$ cat src/rtl/gnrc_arb_pkg.sv
// Shared types and helpers for the generic arbiter family.
package gnrc_arb_pkg;

  function automatic int idx_w(input int n);
    return (n > 1) ? $clog2(n) : 1;
  endfunction

  typedef enum logic {ARB, LOCKED} arb_state_e;

endpackage

$ cat src/rtl/gnrc_lzc_therm.sv
// Thermometer-based find-first-set: therm[i] is high while no bit of vec[i:0] is set,
// so the first set bit is the only position where vec is high and therm below it is still high.
module gnrc_lzc_therm #(
  parameter int N = 4
) (
  input  logic [N-1:0] vec,
  output logic [N-1:0] onehot,
  output logic         empty
);

  logic [N-1:0] therm;

  always_comb begin
    therm    = '0;
    therm[0] = ~vec[0];
    for (int i = 1; i < N; i++) begin
      therm[i] = therm[i-1] & ~vec[i];
    end
  end

  if (N == 1) begin : g_single
    assign onehot = vec;
  end else begin : g_multi
    assign onehot = vec & {therm[N-2:0], 1'b1};
  end

  assign empty = therm[N-1];

endmodule

$ cat src/rtl/gnrc_rr_arb_therm.sv
// Round-robin N:1 arbiter with valid/ready handshake; the fairness pointer is kept as a
// thermometer mask of requesters strictly above the last winner.
module gnrc_rr_arb_therm
  import gnrc_arb_pkg::*;
#(
  parameter int N    = 4,
  parameter int DW   = 32,
  parameter bit LOCK = 1'b1,
  parameter int IdxW = idx_w(N)
) (
  input  logic              clk_i,
  input  logic              rst_ni,
  input  logic              flush_i,
  input  logic [N-1:0]      req_i,
  input  logic [N*DW-1:0]   data_i,
  output logic [N-1:0]      gnt_o,
  output logic              valid_o,
  input  logic              ready_i,
  output logic [IdxW-1:0]   idx_o,
  output logic [DW-1:0]     data_o
);

  logic [N-1:0]    mask_q;
  logic [N-1:0]    mask_d;
  logic [N-1:0]    req_masked;
  logic [N-1:0]    masked_oh;
  logic [N-1:0]    req_oh;
  logic [N-1:0]    arb_oh;
  logic [N-1:0]    lock_oh;
  logic [N-1:0]    win_oh;
  logic            masked_empty;
  logic            req_empty;
  logic            lock_q;
  logic            lock_hit;
  logic [IdxW-1:0] lock_idx_q;
  logic            handshake;

  assign req_masked = req_i & mask_q;

  gnrc_lzc_therm #(.N(N)) u_lzc_masked (
    .vec    (req_masked),
    .onehot (masked_oh),
    .empty  (masked_empty)
  );

  gnrc_lzc_therm #(.N(N)) u_lzc_all (
    .vec    (req_i),
    .onehot (req_oh),
    .empty  (req_empty)
  );

  always_comb begin
    lock_oh = '0;
    for (int i = 0; i < N; i++) begin
      lock_oh[i] = (lock_idx_q == IdxW'(i));
    end
  end

  // A lock only pins the winner while its request is still up; otherwise plain arbitration.
  assign lock_hit  = lock_q & |(req_i & lock_oh);
  assign arb_oh    = masked_empty ? req_oh : masked_oh;
  assign win_oh    = lock_hit ? lock_oh : arb_oh;

  assign valid_o   = ~req_empty;
  assign gnt_o     = win_oh & {N{ready_i}};
  assign handshake = valid_o & ready_i;

  always_comb begin
    idx_o  = '0;
    data_o = '0;
    for (int i = 0; i < N; i++) begin
      idx_o  = idx_o | (win_oh[i] ? IdxW'(i) : '0);
      data_o = data_o | (data_i[i*DW +: DW] & {DW{win_oh[i]}});
    end
  end

  // Prefix-OR of the winner one-hot yields the bits strictly above it; winner N-1 wraps to zero.
  always_comb begin
    mask_d = mask_q;
    if (handshake) begin
      mask_d = '0;
      for (int i = 1; i < N; i++) begin
        mask_d[i] = mask_d[i-1] | win_oh[i-1];
      end
    end
    if (flush_i) begin
      mask_d = '0;
    end
  end

  if (N > 1) begin : g_mask
    always_ff @(posedge clk_i or negedge rst_ni) begin
      if (!rst_ni) begin
        mask_q <= '0;
      end else begin
        mask_q <= mask_d;
      end
    end
  end else begin : g_no_mask
    assign mask_q = '0;
  end

  if (LOCK) begin : g_lock
    arb_state_e      state_q;
    arb_state_e      state_d;
    logic [IdxW-1:0] lock_idx_d;

    always_ff @(posedge clk_i or negedge rst_ni) begin
      if (!rst_ni) begin
        state_q    <= ARB;
        lock_idx_q <= '0;
      end else begin
        state_q    <= state_d;
        lock_idx_q <= lock_idx_d;
      end
    end

    always_comb begin
      state_d    = state_q;
      lock_idx_d = lock_idx_q;
      unique case (state_q)
        ARB: begin
          if (valid_o && !ready_i) begin
            state_d    = LOCKED;
            lock_idx_d = idx_o;
          end
        end
        LOCKED: begin
          if (!lock_hit || ready_i) begin
            state_d = ARB;
          end
        end
      endcase
      if (flush_i) begin
        state_d = ARB;
      end
    end

    assign lock_q = (state_q == LOCKED);

    a_lock_stable: assert property (@(posedge clk_i) disable iff (!rst_ni)
      (valid_o && !ready_i && !flush_i) |=> (!lock_hit || $stable(idx_o)));
  end else begin : g_no_lock
    assign lock_q     = 1'b0;
    assign lock_idx_q = '0;
  end

  a_gnt_onehot: assert property (@(posedge clk_i) disable iff (!rst_ni)
    $onehot0(gnt_o));

  a_gnt_handshake: assert property (@(posedge clk_i) disable iff (!rst_ni)
    (|gnt_o) |-> (valid_o && ready_i));

endmodule
$ cat config.mk
export PLATFORM = sky130hd
export DESIGN_NAME = gnrc_rr_arb_therm
export DESIGN_NICKNAME = d
export VERILOG_FILES = /design/src/rtl/gnrc_arb_pkg.sv /design/src/rtl/gnrc_lzc_therm.sv /design/src/rtl/gnrc_rr_arb_therm.sv
export SDC_FILE = /design/constraint.sdc
export NUM_CORES = 1
export LEC_CHECK = 0
export BUFFER_PORTS_ARGS = -buffer_cell sky130_fd_sc_hd__buf_2
export CAP_MARGIN = 5
export CORE_MARGIN = 5
export CORE_UTILIZATION = 37
export DETAILED_ROUTE_END_ITERATION = 7
export GPL_TIMING_DRIVEN = 1
export PLACE_DENSITY = 0.87
export SYNTH_ARGS = -nofsm -noshare
export SYNTH_HDL_FRONTEND = slang
export SYNTH_SLANG_ARGS = --single-unit
export TNS_END_PERCENT = 100
$ cat constraint.sdc
create_clock -name clk_i -period 4.24 [get_ports clk_i]
set_clock_uncertainty 0.05 [all_clocks]
set_input_delay 0.848 -clock clk_i [delete_from_list [all_inputs] [get_ports clk_i]]
set_output_delay 0.848 -clock clk_i [all_outputs]
set_load 0.01 [all_outputs]
### After elaboration in Yosys (flattened, before gate mapping)

Index checks and enable logic that the tools add are counted.

| operators by class | value |
|---|---|
| reduce and logical (&&, ||, !) cells | 8 |
| bitwise gates (word level) | 34 |
| mux-type cells | 11 |
| eq/ne operators | 3 |

Operator list:

| operator | count |
|---|---|
| AND 32 bit | 4 |
| bitwise OR 32 bit | 3 |
| AND 4 bit | 5 |
| 2-to-1 mux 4 bit | 4 |
| NOT 1 bit | 10 |
| AND 1 bit | 8 |
| == test 2 bit, second input constant | 2 |
| 2-to-1 mux 1 bit | 4 |
| 2-to-1 mux 2 bit | 2 |
| OR reduction 4 bit | 1 |
| == test 2 x 1 -> 1 bit, second input constant | 1 |
| zero test 1 bit | 2 |
| zero test 2 bit | 1 |
| bitwise OR 1 bit | 2 |
| bitwise OR 1 x 2 -> 2 bit | 1 |
| bitwise OR 2 bit | 1 |
| one-hot mux 1 bit (2 select lines) | 1 |
| AND reduction 2 bit | 1 |
| nonzero test 2 bit | 1 |
| logical AND 1 bit | 1 |
| logical OR 1 bit | 1 |

| storage, ports and cells | value |
|---|---|
| register bits after elaboration | 7 |
| logic and storage cells | 59 |
| output and inout port bits | 39 |

### Depth between registers and ports, before layout

Gate-level depths: netlist (run 1).

| logic depth | value |
|---|---|
| depth in word-level cells | 11 |
| depth in mapped cells | 7 |
| mapped depth without buffers | 4 |

### Hierarchy

A second synthesis (run 1) with hierarchy kept.

| second synthesis, totals | value |
|---|---|
| cells, all modules | 464 |
| area, all modules | 3064.2 µm² |

Modules (own cells, without submodules):

| module | area each (µm²) | instances | sequential area each (µm²) | cells an instance |
|---|---|---|---|---|
| gnrc_rr_arb_therm | 2961.6 | 1 | 150.1 | 454 |
| gnrc_lzc_therm | 51.3 | 2 | 0.0 | 5 |

### Worst setup path before layout (run 1)

No wires, ideal clock.

| path | value |
|---|---|
| path kind | input-to-output |
| from | in req_i[3] |
| to | out data_o[22] |
| data arrival time | 2.609 ns |
| slack | 0.733 ns |
| path buffers | 3 |
| cell stages on the path | 7 |
| data required time | 3.342 ns |
| cells stage by stage | mux4_2 > and2_1 > buf_2 > o41a_1 > buf_4 > buf_6 > o2111ai_1 |

| between the ends | value |
|---|---|
| word-level cells in the longest chain between the ends | 9 |

Ends and longest elaborated chain:

| element | RTL line | source |
|---|---|---|
| start, declared | gnrc_rr_arb_therm.sv:14 | `input logic [N-1:0] req_i,` |
| AND 4 bit | gnrc_rr_arb_therm.sv:38 | `assign req_masked = req_i & mask_q;` |
| NOT 1 bit | gnrc_lzc_therm.sv:17 | `therm[i] = therm[i-1] & ~vec[i];` |
| AND 1 bit | gnrc_lzc_therm.sv:17 |  |
| 2-to-1 mux 4 bit | gnrc_rr_arb_therm.sv:61 | `assign arb_oh = masked_empty ? req_oh : masked_oh;` |
| 2-to-1 mux 4 bit * | gnrc_rr_arb_therm.sv:62 | `assign win_oh = lock_hit ? lock_oh : arb_oh;` |
| AND 32 bit | gnrc_rr_arb_therm.sv:73 | `data_o = data_o \| (data_i[i*DW +: DW] & {DW{win_oh[i]}});` |
| bitwise OR 32 bit (2 in series) | gnrc_rr_arb_therm.sv:73 |  |
| bitwise OR 32 bit * | gnrc_rr_arb_therm.sv:73 |  |
| end, declared | gnrc_rr_arb_therm.sv:20 | `output logic [DW-1:0] data_o` |

Every way passes the cells marked *; elsewhere a longest branch is shown, timed or not.

### Final worst setup path (run 1)

| path | value |
|---|---|
| from | in req_i[3] |
| to | out data_o[4] |

Same word-level chain as after synthesis.

==> key figures, run 1 <==
Outcome
  – Status: finished, final reports clean

Clock tree
  – Clk root buf: clkbuf_8
  – H-Tree Level Count: 1
  – Total clock buffers created by CTS: 3
  – Clock slew at reported path FFs: 0.04 ns
  – Post-CTS setup buffers: 0
  – Clock buffer depth: 2
  – CTS tree: yes
  – CTS sink count: 6
  – Post-CTS sizing: 0
  – Clk Latency, worst-skew pair: roughly 0.23 ns
  – Post-CTS Hold Buffers: 0

STA
  – RSZ-0062 raised after global routing: no
  – Fmax: 255 MHz
  – Setup WS post-layout: 0.319 ns
  – Setup violators final: 0
  – Fin crit period: 3.92 ns
  – Worst slew pin tran: 0.640 ns
  – Rel. slew slack: 57.3%
  – Final Cycle Share: between 90% and 100%
  – Setup TNS: 0 ns
  – Pins Over Slew Limit: 0
  – Final Hold Fails: 0

Global route
  – Total GRT Usage: 24.8%
  – Initial antenna violation count: 0
  – Vias in the first global route: ~2,500
  – First-pass GRT wire length: 11,100 µm
  – Remaining Overflow, GRT: 0
  – Largest net degree at the start of global routing: 35

Route
  – DRC Markers: 0
  – Via-per-instance ratio: 5.69
  – DRT Pass-1 Iters: 4
  – Wire length per cell: approximately 16 µm
  – Final ANT Viol Nets: 0
  – Routed WL: 7360 µm
  – Routed vias: around 2,600
  – Iter 0 DRT Violations: roughly 230

Pwr
  – Leakage: between 1 and 1.5 nW
  – Peak VDD IR: 0.108 mV
  – Pwr Density: 218 mW/mm²
  – Total Power: 0.554 mW

Cells and area
  – Layout Cells excl Fill: 456
  – Multi-input gate area: 0.00117 mm²
  – Fillcell total: 373
  – Ant diodes: 0
  – Final net count: 544
  – Final Cell Area: 0.00254 mm²
  – Register area: 150 µm²
  – Layout cells sized above 1: 48.8%
  – Area delta synth->final: 65.4%

Synth
  – Synth Cell Area: 0.00154 mm²
  – Area contributors post-synth: o21ai_0, o2111ai_1, o211ai_1, dfrtp_1, inv_1
  – Register area share after synthesis: roughly a tenth
  – Cell taking the most area after synthesis: o21ai_0
  – Synth top cells by count: o21ai_0, inv_1, o2111ai_1, o211ai_1, clkbuf_1
  – Post-synthesis cell count: 242
  – Most frequent cell after synthesis: o21ai_0
  – Avg Cell Area, Syn: 6.34 µm²
  – Flop and latch count out of synthesis: 6
  – Most common flop cell mapped by yosys: dfrtp_1
  – Number of library cell types mapped by synthesis: 32
  – Syn_nets: roughly 380
  – Ys async rst share: 100%
  – Number of synthesized flops with an enable pin: 0
  – Post-synth top area share: between 20% and 30%
  – Yosys warnings: 0

Setup path
  – Worst Path Required: 3.34 ns
  – Crit path launch type: primary input
  – Crit end category: primary output
  – Worst R2R Path Depth: 5
  – WP data arrival: 3.02 ns
  – Crit Path Max Fanout: 13
  – WS Path Type: in -> out

Job
  – Max-cap violations: 0

Floorplanning
  – Core Box Area: 0.00400 mm²
  – I/O pins: 175
  – Initial cell density of the core: 38.4%
  – Die width: 74.4 µm
  – DIE AREA: roughly 0.0055 mm²
  – # rows: 23
  – Die Ht: 74.4 µm

Placement
  – GP Congestion: 0.845
  – Dpl hpwl: roughly 5900 µm
  – PortBufs: 174
  – Placed instance area: 0.00250 mm²
  – Placed cell count: 453
  – Dpl ws: 0.325 ns

Worst hold path
  – Worst hold-check path type: in -> async
critical path, cell delays in order:
cell and delay, ns:
buf_2 0.14, mux4_2 0.57, and2_1 0.22, o41a_1 0.61, buf_4 0.28, o2111ai_1 0.18, buf_2 0.17
final cells by class:
class	instances	share of cell area, %
tap	50	2.46
inverter	38	5.62
timing repair buffer	188	38.4
clock buffer	3	1.63
multi-input combinational	171	45.9
sequential	6	5.91
where the power goes:
| part | total, mW | internal (mW) | switching (mW) |
|---|---|---|---|
| registers | 0.0794 | 0.0647 | 0.0147 |
| logic | 0.386 | 0.179 | 0.207 |
| clock network | 0.0888 | 0.0612 | 0.0275 |
| total | 0.554 | 0.305 | 0.249 |
cells in the final DEF, fill, tap and decap left out, drive strengths merged, types with 2 or more instances in the layout:
master   netlist  layout
nor3           3       3
dfrtp          6       6
o211ai        32      32
nor2          12      12
a31oi          2       2
buf            4     188
o2111ai       32      32
a21bo          2       2
nand2          2       2
clkbuf        23       3
o21ai         67      67
inv           38      38
a22o           2       2
state kept, by name, summed over array words and instances (netlist names):
signal	flops
mask_q	3
lock_idx_q	2
g_lock.state_q	1
metrics by stage:
stage | util (%) | hold slack (ns)
floorplan | - | 0.496
global placement | 62.4 | 0.536
detailed placement | 62.4 | 0.589
CTS | 63.5 | 0.382
global route | 63.5 | 0.382
finish | 63.5 | 0.383
cells by family after synthesis:
family | share of synthesized area [%]
buf+inv | 17.2
simple gates | 8.07
flops | 9.78
compound gates | 63.5
mux | 1.47
final timing paths:
check,from,endpoint,slack [ns]
worst max-delay path,req_i[3],data_o[4],0.32
worst min-delay path,rst_ni,mask_q[2],0.38
worst max register to register,lock_idx_q[1],mask_q[3],1.57
worst min register to register,mask_q[2],mask_q[2],0.59
max in group asynchronous,rst_ni,g_lock.state_q,3.62
min in group clk_i,mask_q[2],mask_q[2],0.59
layer usage:
metal	wire, µm	vias to the layer above	track usage (%)
li1	-	1263	-
met1	2750	1181	28.7
met2	3720	133	44.1
met3	722	17	5.54
met4	165	0	9.29
met5	0	-	0
No activity file was read; power rests on OpenSTA's default activity.
==> inputs of run 2 (changes only) <==
--- a/config.mk
+++ b/config.mk
@@ -7,6 +7,7 @@
 export LEC_CHECK = 0
 export BUFFER_PORTS_ARGS = -buffer_cell sky130_fd_sc_hd__buf_2
 export CAP_MARGIN = 5
+export CORE_ASPECT_RATIO = 1.4
 export CORE_MARGIN = 5
 export CORE_UTILIZATION = 37
 export DETAILED_ROUTE_END_ITERATION = 7
==> run 2 against run 1 <==
  * Final area down 0.59%
  * First-iteration DRC count up 7.5%
  * Combinational power about the same
  * Sequential cell count unchanged
  * Non-clock buffer count down 1
  * Via count up 2.6%
==> key figures, run 2 (synthesis results as in run 1) <==
Clock tree
  – Clk Latency, worst-skew pair: 0.23 ns (about the same)
  – Total clock buffers created by CTS: 3 (unchanged)
  – CTS sink count: 6 (unchanged)
  – Clock slew at reported path FFs: 0.04 ns (about the same)
  – Clock buffer depth: 2 (unchanged)
  – Clk root buf: clkbuf_8
  – Post-CTS sizing: 0 (unchanged)
  – Post-CTS setup buffers: 0 (unchanged)
  – H-Tree Level Count: 1 (unchanged)
  – CTS tree: yes
  – Post-CTS Hold Buffers: 0 (unchanged)

Cells and area
  – Number of flip-flops in the largest register: 3 (unchanged)
  – Final net count: 543 (-0.18%)
  – Ant diodes: 0 (unchanged)
  – Multi-input gate area: 0.00115 mm² (-0.97%)
  – Commonest cells after routing, fill and taps aside: buf_2, o21ai_0, inv_1, o211ai_1, o2111ai_1
  – Commonest non-fill, non-tap cell in the layout: buf_2
  – Largest registers: mask_q: 3 flops, lock_idx_q: 2 flops, g_lock.state_q: 1 flops
  – Top reg by flops: mask_q
  – Register area: 150 µm² (unchanged)
  – Fillcell total: 401 (+7.5%)
  – Area delta synth->final: 64.4%
  – Layout cells sized above 1: 48.6% (-0.13 points)

Route
  – Via-per-instance ratio: 5.94 (+4.4%)
  – Final ANT Viol Nets: 0 (unchanged)
  – DRC Markers: 0 (unchanged)
  – Wire length per cell: 17.1 µm (+5.7%)
  – Routed vias: 2,661 (+2.6%)
  – Routed WL: 7640 µm (+3.8%)
  – Iter 0 DRT Violations: 243 (+7.5%)
  – DRT Pass-1 Iters: 5 (+1)

STA
  – Fin crit period: 3.70 ns (-0.224 ns)
  – RSZ-0062 raised after global routing: no
  – Worst slew pin tran: 0.743 ns (+0.103 ns)
  – Fmax: 270 MHz (+6.1%)
  – Setup TNS: 0 ns (unchanged)
  – Pins Over Slew Limit: 0 (unchanged)
  – Final Cycle Share: 87.2% (-5.3 points)
  – Setup violators final: 0 (unchanged)
  – Rel. slew slack: 50.0% (-7.3 points)
  – Final Hold Fails: 0 (unchanged)

Placement
  – GP Congestion: 0.916 (+8.3%)
  – PortBufs: 174 (unchanged)
  – Dpl hpwl: 5960 µm (+1.3%)

Setup path
  – Crit Path Max Fanout: 20 (+7)
  – Crit path launch type: primary input
  – WP data arrival: 2.80 ns (-0.22 ns)
  – Worst Path Required: 3.34 ns (about the same)
  – WS Path Type: in -> out
  – Crit end category: primary output
  – R2r setup slk: 1.77 ns (+0.20 ns)

Global route
  – Remaining Overflow, GRT: 0 (unchanged)
  – Largest net degree at the start of global routing: 35 (unchanged)
  – Vias in the first global route: 2,458 (-3.0%)
  – First-pass GRT wire length: 11,500 µm (+3.2%)
  – Initial antenna violation count: 0 (unchanged)
  – Total GRT Usage: 25.4% (+0.62 points)

Floorplanning
  – Initial cell density of the core: 38.5% (+0.13 points)
  – # rows: 27 (+17%)
  – Core Box Area: 0.00399 mm² (-0.34%)
  – DIE AREA: 0.00556 mm² (+0.33%)
  – Die width: 64.4 µm (-13%)
  – Die Ht: 86.2 µm (+16%)
  – I/O pins: 175 (unchanged)

Job
  – Max-cap violations: 0 (unchanged)

Pwr
  – Leakage: 1.32 nW (-0.31%)
  – Total Power: 0.558 mW (+0.73%)
  – Pwr Density: 221 mW/mm² (+1.3%)
  – Peak VDD IR: 0.168 mV (+56%)

Outcome
  – Status: finished, final reports clean

Worst hold path
  – Worst hold-check path type: in -> async
==> run 2: cell count changes in the layout (fill, tap and decap cells not counted), sizes merged <==
cell  change
buf       -1
==> run 2: path summary, 6_finish.rpt <==
path                            cells past startpoint          start        endpoint
worst max-delay path                                7       req_i[3]      data_o[25]
worst min-delay path                                1         rst_ni  g_lock.state_q
worst max register to register                      5  lock_idx_q[1]       mask_q[2]
worst min register to register                      2      mask_q[1]       mask_q[1]
max in group asynchronous                           1         rst_ni   lock_idx_q[1]
min in group clk_i                                  2      mask_q[1]       mask_q[1]
==> run 2: metal layers <==
layer	up-vias	share of wire, %	global-route usage (%)
met5	-	0	0
met4	0	3.0	10.0
met3	19	11	4.67
met2	190	50	46.8
met1	1187	36	28.3
li1	1265	-	-
==> run 2: where the power goes <==
part | internal, mW | switching (mW) | total [mW] | leakage (nW)
Combinational | 0.180 | 0.209 | 0.389 | 1.22
Sequential | 0.0647 | 0.0153 | 0.0800 | 0.0752
Clock | 0.0612 | 0.0273 | 0.0885 | 0.0216
Total | 0.306 | 0.252 | 0.558 | 1.32
==> run 2: worst max-delay path, cell delays in order <==
cell       delay, ns
buf_2           0.14
mux4_2          0.55
and2_1          0.20
o41a_1          0.42
buf_4           0.22
o2111ai_1       0.23
buf_2           0.17
==> run 2: final cells by class <==
cell class                 instances  area share (%)
multi-input combinational        171            45.8
inverter                          38            5.65
sequential                         6            5.95
clock buffer                       3            1.64
timing repair buffer             187            38.9
tap                               43            2.13
==> run 2: per-stage QoR <==
| stage | area, µm² | util, % | hold WS (ns) | setup slack (ns) | cells |
|---|---|---|---|---|---|
| 2_1_floorplan | 1540 | - | 0.496 | 0.733 | 242 |
| 3_3_place_gp | 2480 | 62.3 | 0.528 | 0.583 | 445 |
| 3_5_place_dp | 2480 | 62.3 | 0.551 | 0.550 | 445 |
| 4_1_cts | 2520 | 63.3 | 0.385 | 0.546 | 448 |
| 5_1_grt | 2520 | 63.3 | 0.390 | 0.432 | 448 |
| 6_report | 2520 | 63.3 | 0.386 | 0.543 | 448 |
==> inputs of run 3 (changes only) <==
--- a/config.mk
+++ b/config.mk
@@ -5,14 +5,15 @@
 export SDC_FILE = /design/constraint.sdc
 export NUM_CORES = 1
 export LEC_CHECK = 0
+export ABC_AREA = 1
 export BUFFER_PORTS_ARGS = -buffer_cell sky130_fd_sc_hd__buf_2
 export CAP_MARGIN = 5
 export CORE_ASPECT_RATIO = 1.4
 export CORE_MARGIN = 5
-export CORE_UTILIZATION = 37
+export CORE_UTILIZATION = 46
 export DETAILED_ROUTE_END_ITERATION = 7
 export GPL_TIMING_DRIVEN = 1
-export PLACE_DENSITY = 0.87
+export PLACE_DENSITY = 0.88
 export SYNTH_ARGS = -nofsm -noshare
 export SYNTH_HDL_FRONTEND = slang
 export SYNTH_SLANG_ARGS = --single-unit
==> constraint.sdc (replaced) <==
create_clock -name clk_i -period 4.8 [get_ports clk_i]
set_clock_uncertainty 0.05 [all_clocks]
set_input_delay 0.96 -clock clk_i [delete_from_list [all_inputs] [get_ports clk_i]]
set_output_delay 0.96 -clock clk_i [all_outputs]
set_load 0.01 [all_outputs]
==> run 3 against run 2 <==
  * Utilization fell by 0.94 points
  * Critical endpoint is now idx_o[0]
  * Critical path type unchanged
  * Critical path depth grew 2
  * Sequential cell count is the same
==> key figures, run 3 <==
Outcome
  – Status: finished, final reports clean

Cells and area
  – Layout Cells excl Fill: 621 (+39%)
  – Final Cell Area: 0.00327 mm² (+29%)
  – Top reg by flops: mask_q
  – Final net count: 693 (+28%)
  – Commonest cells after routing, fill and taps aside: buf_2, nand2_1, nand3_2, inv_1, nand3_1
  – Ant diodes: 0 (unchanged)
  – Largest registers: mask_q: 3 flops, lock_idx_q: 2 flops, g_lock.state_q: 1 flops
  – Layout cells sized above 1: 51.2% (+2.5 points)
  – Register area: 150 µm² (unchanged)
  – Commonest non-fill, non-tap cell in the layout: buf_2
  – Area delta synth->final: 31.0%
  – Number of flip-flops in the largest register: 3 (unchanged)
  – Fillcell total: 499 (+24%)
  – Final Core Density: 62.4% (-0.94 points)
  – Multi-input gate area: 0.00181 mm² (+57%)

Floorplanning
  – # rows: 31 (+15%)
  – Die Ht: 97.1 µm (+13%)
  – Die width: 72.2 µm (+12%)
  – DIE AREA: 0.00701 mm² (+26%)
  – I/O pins: 175 (unchanged)
  – Core Box Area: 0.00524 mm² (+31%)
  – Initial cell density of the core: 47.6% (+9.1 points)

Clock tree
  – H-Tree Level Count: 1 (unchanged)
  – Clk root buf: clkbuf_8
  – CTS sink count: 6 (unchanged)
  – Clk Latency, worst-skew pair: 0.22 ns (about the same)
  – CTS tree: yes
  – Post-CTS Hold Buffers: 0 (unchanged)
  – Clock slew at reported path FFs: 0.04 ns (about the same)
  – Total clock buffers created by CTS: 3 (unchanged)
  – Clock buffer depth: 2 (unchanged)
  – Post-CTS setup buffers: 0 (unchanged)
  – Post-CTS sizing: 0 (unchanged)

Synth
  – Area contributors post-synth: nand3_2, nand2_1, inv_1, nand3_1, buf_6
  – Number of synthesized flops with an enable pin: 0 (unchanged)
  – Ys async rst share: 100% (unchanged)
  – Syn_nets: 536 (+42%)
  – Mux cell area share after synthesis: 0% (-1.5 points)
  – Yosys warnings: 0 (unchanged)
  – Number of library cell types mapped by synthesis: 21 (-34%)
  – Flop and latch count out of synthesis: 6 (unchanged)
  – Most common flop cell mapped by yosys: dfrtp_1
  – Largest family of logic cells by synthesized area: simple AND/OR/NAND/NOR gates
  – Synth top cells by count: nand2_1, nand3_2, inv_1, nand3_1, buf_6
  – Post-synth top area share: 38.2% (+16 points)
  – Cell taking the most area after synthesis: nand3_2
  – Post-Synth Adder-Cell Area: 0% (unchanged)
  – Register area share after synthesis: 6.02% (-3.8 points)
  – Synth Cell Area: 0.00249 mm² (+62%)
  – Post-synthesis compound-gate area fraction: 1.91% (-62 points)
  – Xor/xnor cell area share of the yosys netlist: 0% (unchanged)
  – Avg Cell Area, Syn: 6.23 µm² (-1.8%)
  – Post-synthesis cell count: 400 (+65%)
  – Most frequent cell after synthesis: nand2_1
  – Synth Area in Simple Gates: 70.7% (+63 points)

STA
  – Setup TNS: 0 ns (unchanged)
  – Setup violators final: 0 (unchanged)
  – Pins Over Slew Limit: 0 (unchanged)
  – Final Hold Fails: 0 (unchanged)
  – Fmax: 249 MHz
  – Fin crit period: ~4 ns
  – Worst slew pin tran: 1.06 ns (+0.319 ns)
  – Rel. slew slack: 29.1% (-21 points)
  – RSZ-0062 raised after global routing: no
  – Final Cycle Share: a little over four fifths

Setup path
  – WS Path Type: in -> out
  – Crit end category: primary output
  – Crit path launch type: primary input
  – Crit Path Max Fanout: 33 (+65%)
  – Worst Path Required: 3.79 ns (+0.45 ns)
  – WP data arrival: 3.01 ns (+0.21 ns)

Route
  – DRT Pass-1 Iters: 4 (-1)
  – Routed WL: 8970 µm (+17%)
  – Final ANT Viol Nets: 0 (unchanged)
  – DRC Markers: 0 (unchanged)
  – Routed vias: 3,104 (+17%)
  – Wire length per cell: 14.4 µm (-15%)
  – Via-per-instance ratio: 5.00 (-16%)
  – Iter 0 DRT Violations: 150 (-38%)

Job
  – Max-cap violations: 0 (unchanged)

Global route
  – Initial antenna violation count: 0 (unchanged)
  – Vias in the first global route: 3,132 (+27%)
  – Largest net degree at the start of global routing: 35 (unchanged)
  – First-pass GRT wire length: 14,200 µm (+24%)
  – Total GRT Usage: 24.6% (-0.76 points)
  – Remaining Overflow, GRT: 0 (unchanged)

Placement
  – Dpl hpwl: 6920 µm (+16%)
  – GP Congestion: 0.890 (-2.8%)
  – Placed instance area: 0.00322 mm² (+30%)
  – PortBufs: 174 (unchanged)
  – Placed cell count: 618 (+39%)

Pwr
  – Peak VDD IR: 0.255 mV (+51%)
  – Leakage: 2.01 nW (+52%)
  – Pwr Density: 249 mW/mm² (+13%)

Worst hold path
  – Worst hold-check path type: reg -> reg
run 3: changes by cell type after synthesis, moves of 38 or more:
cell / delta
nand2_1: +128
o21ai_0: -66
nand3_2: +95
nand3_1: +41
inv_1: +38
run 3: power by group:
part	total [mW]	switching (mW)	internal, mW	leakage, nW
Sequential	0.0757	0.0156	0.0601	0.0779
Combinational	0.662	0.422	0.239	1.91
Clock	0.0763	0.0224	0.0539	0.0216
run 3: per-stage QoR:
step	hold WS (ns)	setup slack [ns]	total power [mW]
2_1_floorplan	0.400	1.90	0.550
3_3_place_gp	0.453	0.928	0.717
3_5_place_dp	0.457	0.787	0.736
4_1_cts	0.470	0.778	0.815
5_1_grt	0.503	0.606	0.897
6_report	0.472	0.781	0.813
run 3: routing by layer:
metal  vias to the layer above  track usage [%]  wire length (µm)
met5                         -                0                 0
met4                         0             10.7               295
met3                        28             3.00               634
met2                       131             45.7              4780
met1                      1385             26.8              3260
li1                       1560                -                 -
run 3: cells by family after synthesis:
| group | Yosys count |
|---|---|
| buffers and inverters | 102 |
| flip-flops | 6 |
| AND/OR/NAND/NOR | 286 |
| AO/OA/AOI/OAI | 6 |
run 3: worst paths after layout:
check,endpoint,startpoint,slack (ns),cells past startpoint
worst max-delay path,idx_o[0],req_i[1],0.78,9
worst min-delay path,mask_q[1],mask_q[1],0.47,2
worst max register to register,lock_idx_q[0],lock_idx_q[1],2.17,10
worst min register to register,mask_q[1],mask_q[1],0.47,2
max in group asynchronous,mask_q[3],rst_ni,4.05,1
min in group asynchronous,g_lock.state_q,rst_ni,0.50,1
run 3: worst max-delay path: stages:
cell	delay [ns]
buf_2	0.12
nand3_1	0.09
nand2_2	0.12
inv_1	0.06
nand2_2	0.11
nand3_2	0.80
nand2_1	0.43
nand2_1	0.13
buf_2	0.16
run 3: layout make-up:
type	count	area share, %
multi-input cells	292	55.4
repair buffers	177	27.4
inverters	77	8.85
flip-flops and latches	6	4.60
well taps	66	2.53
clock buffers	3	1.26
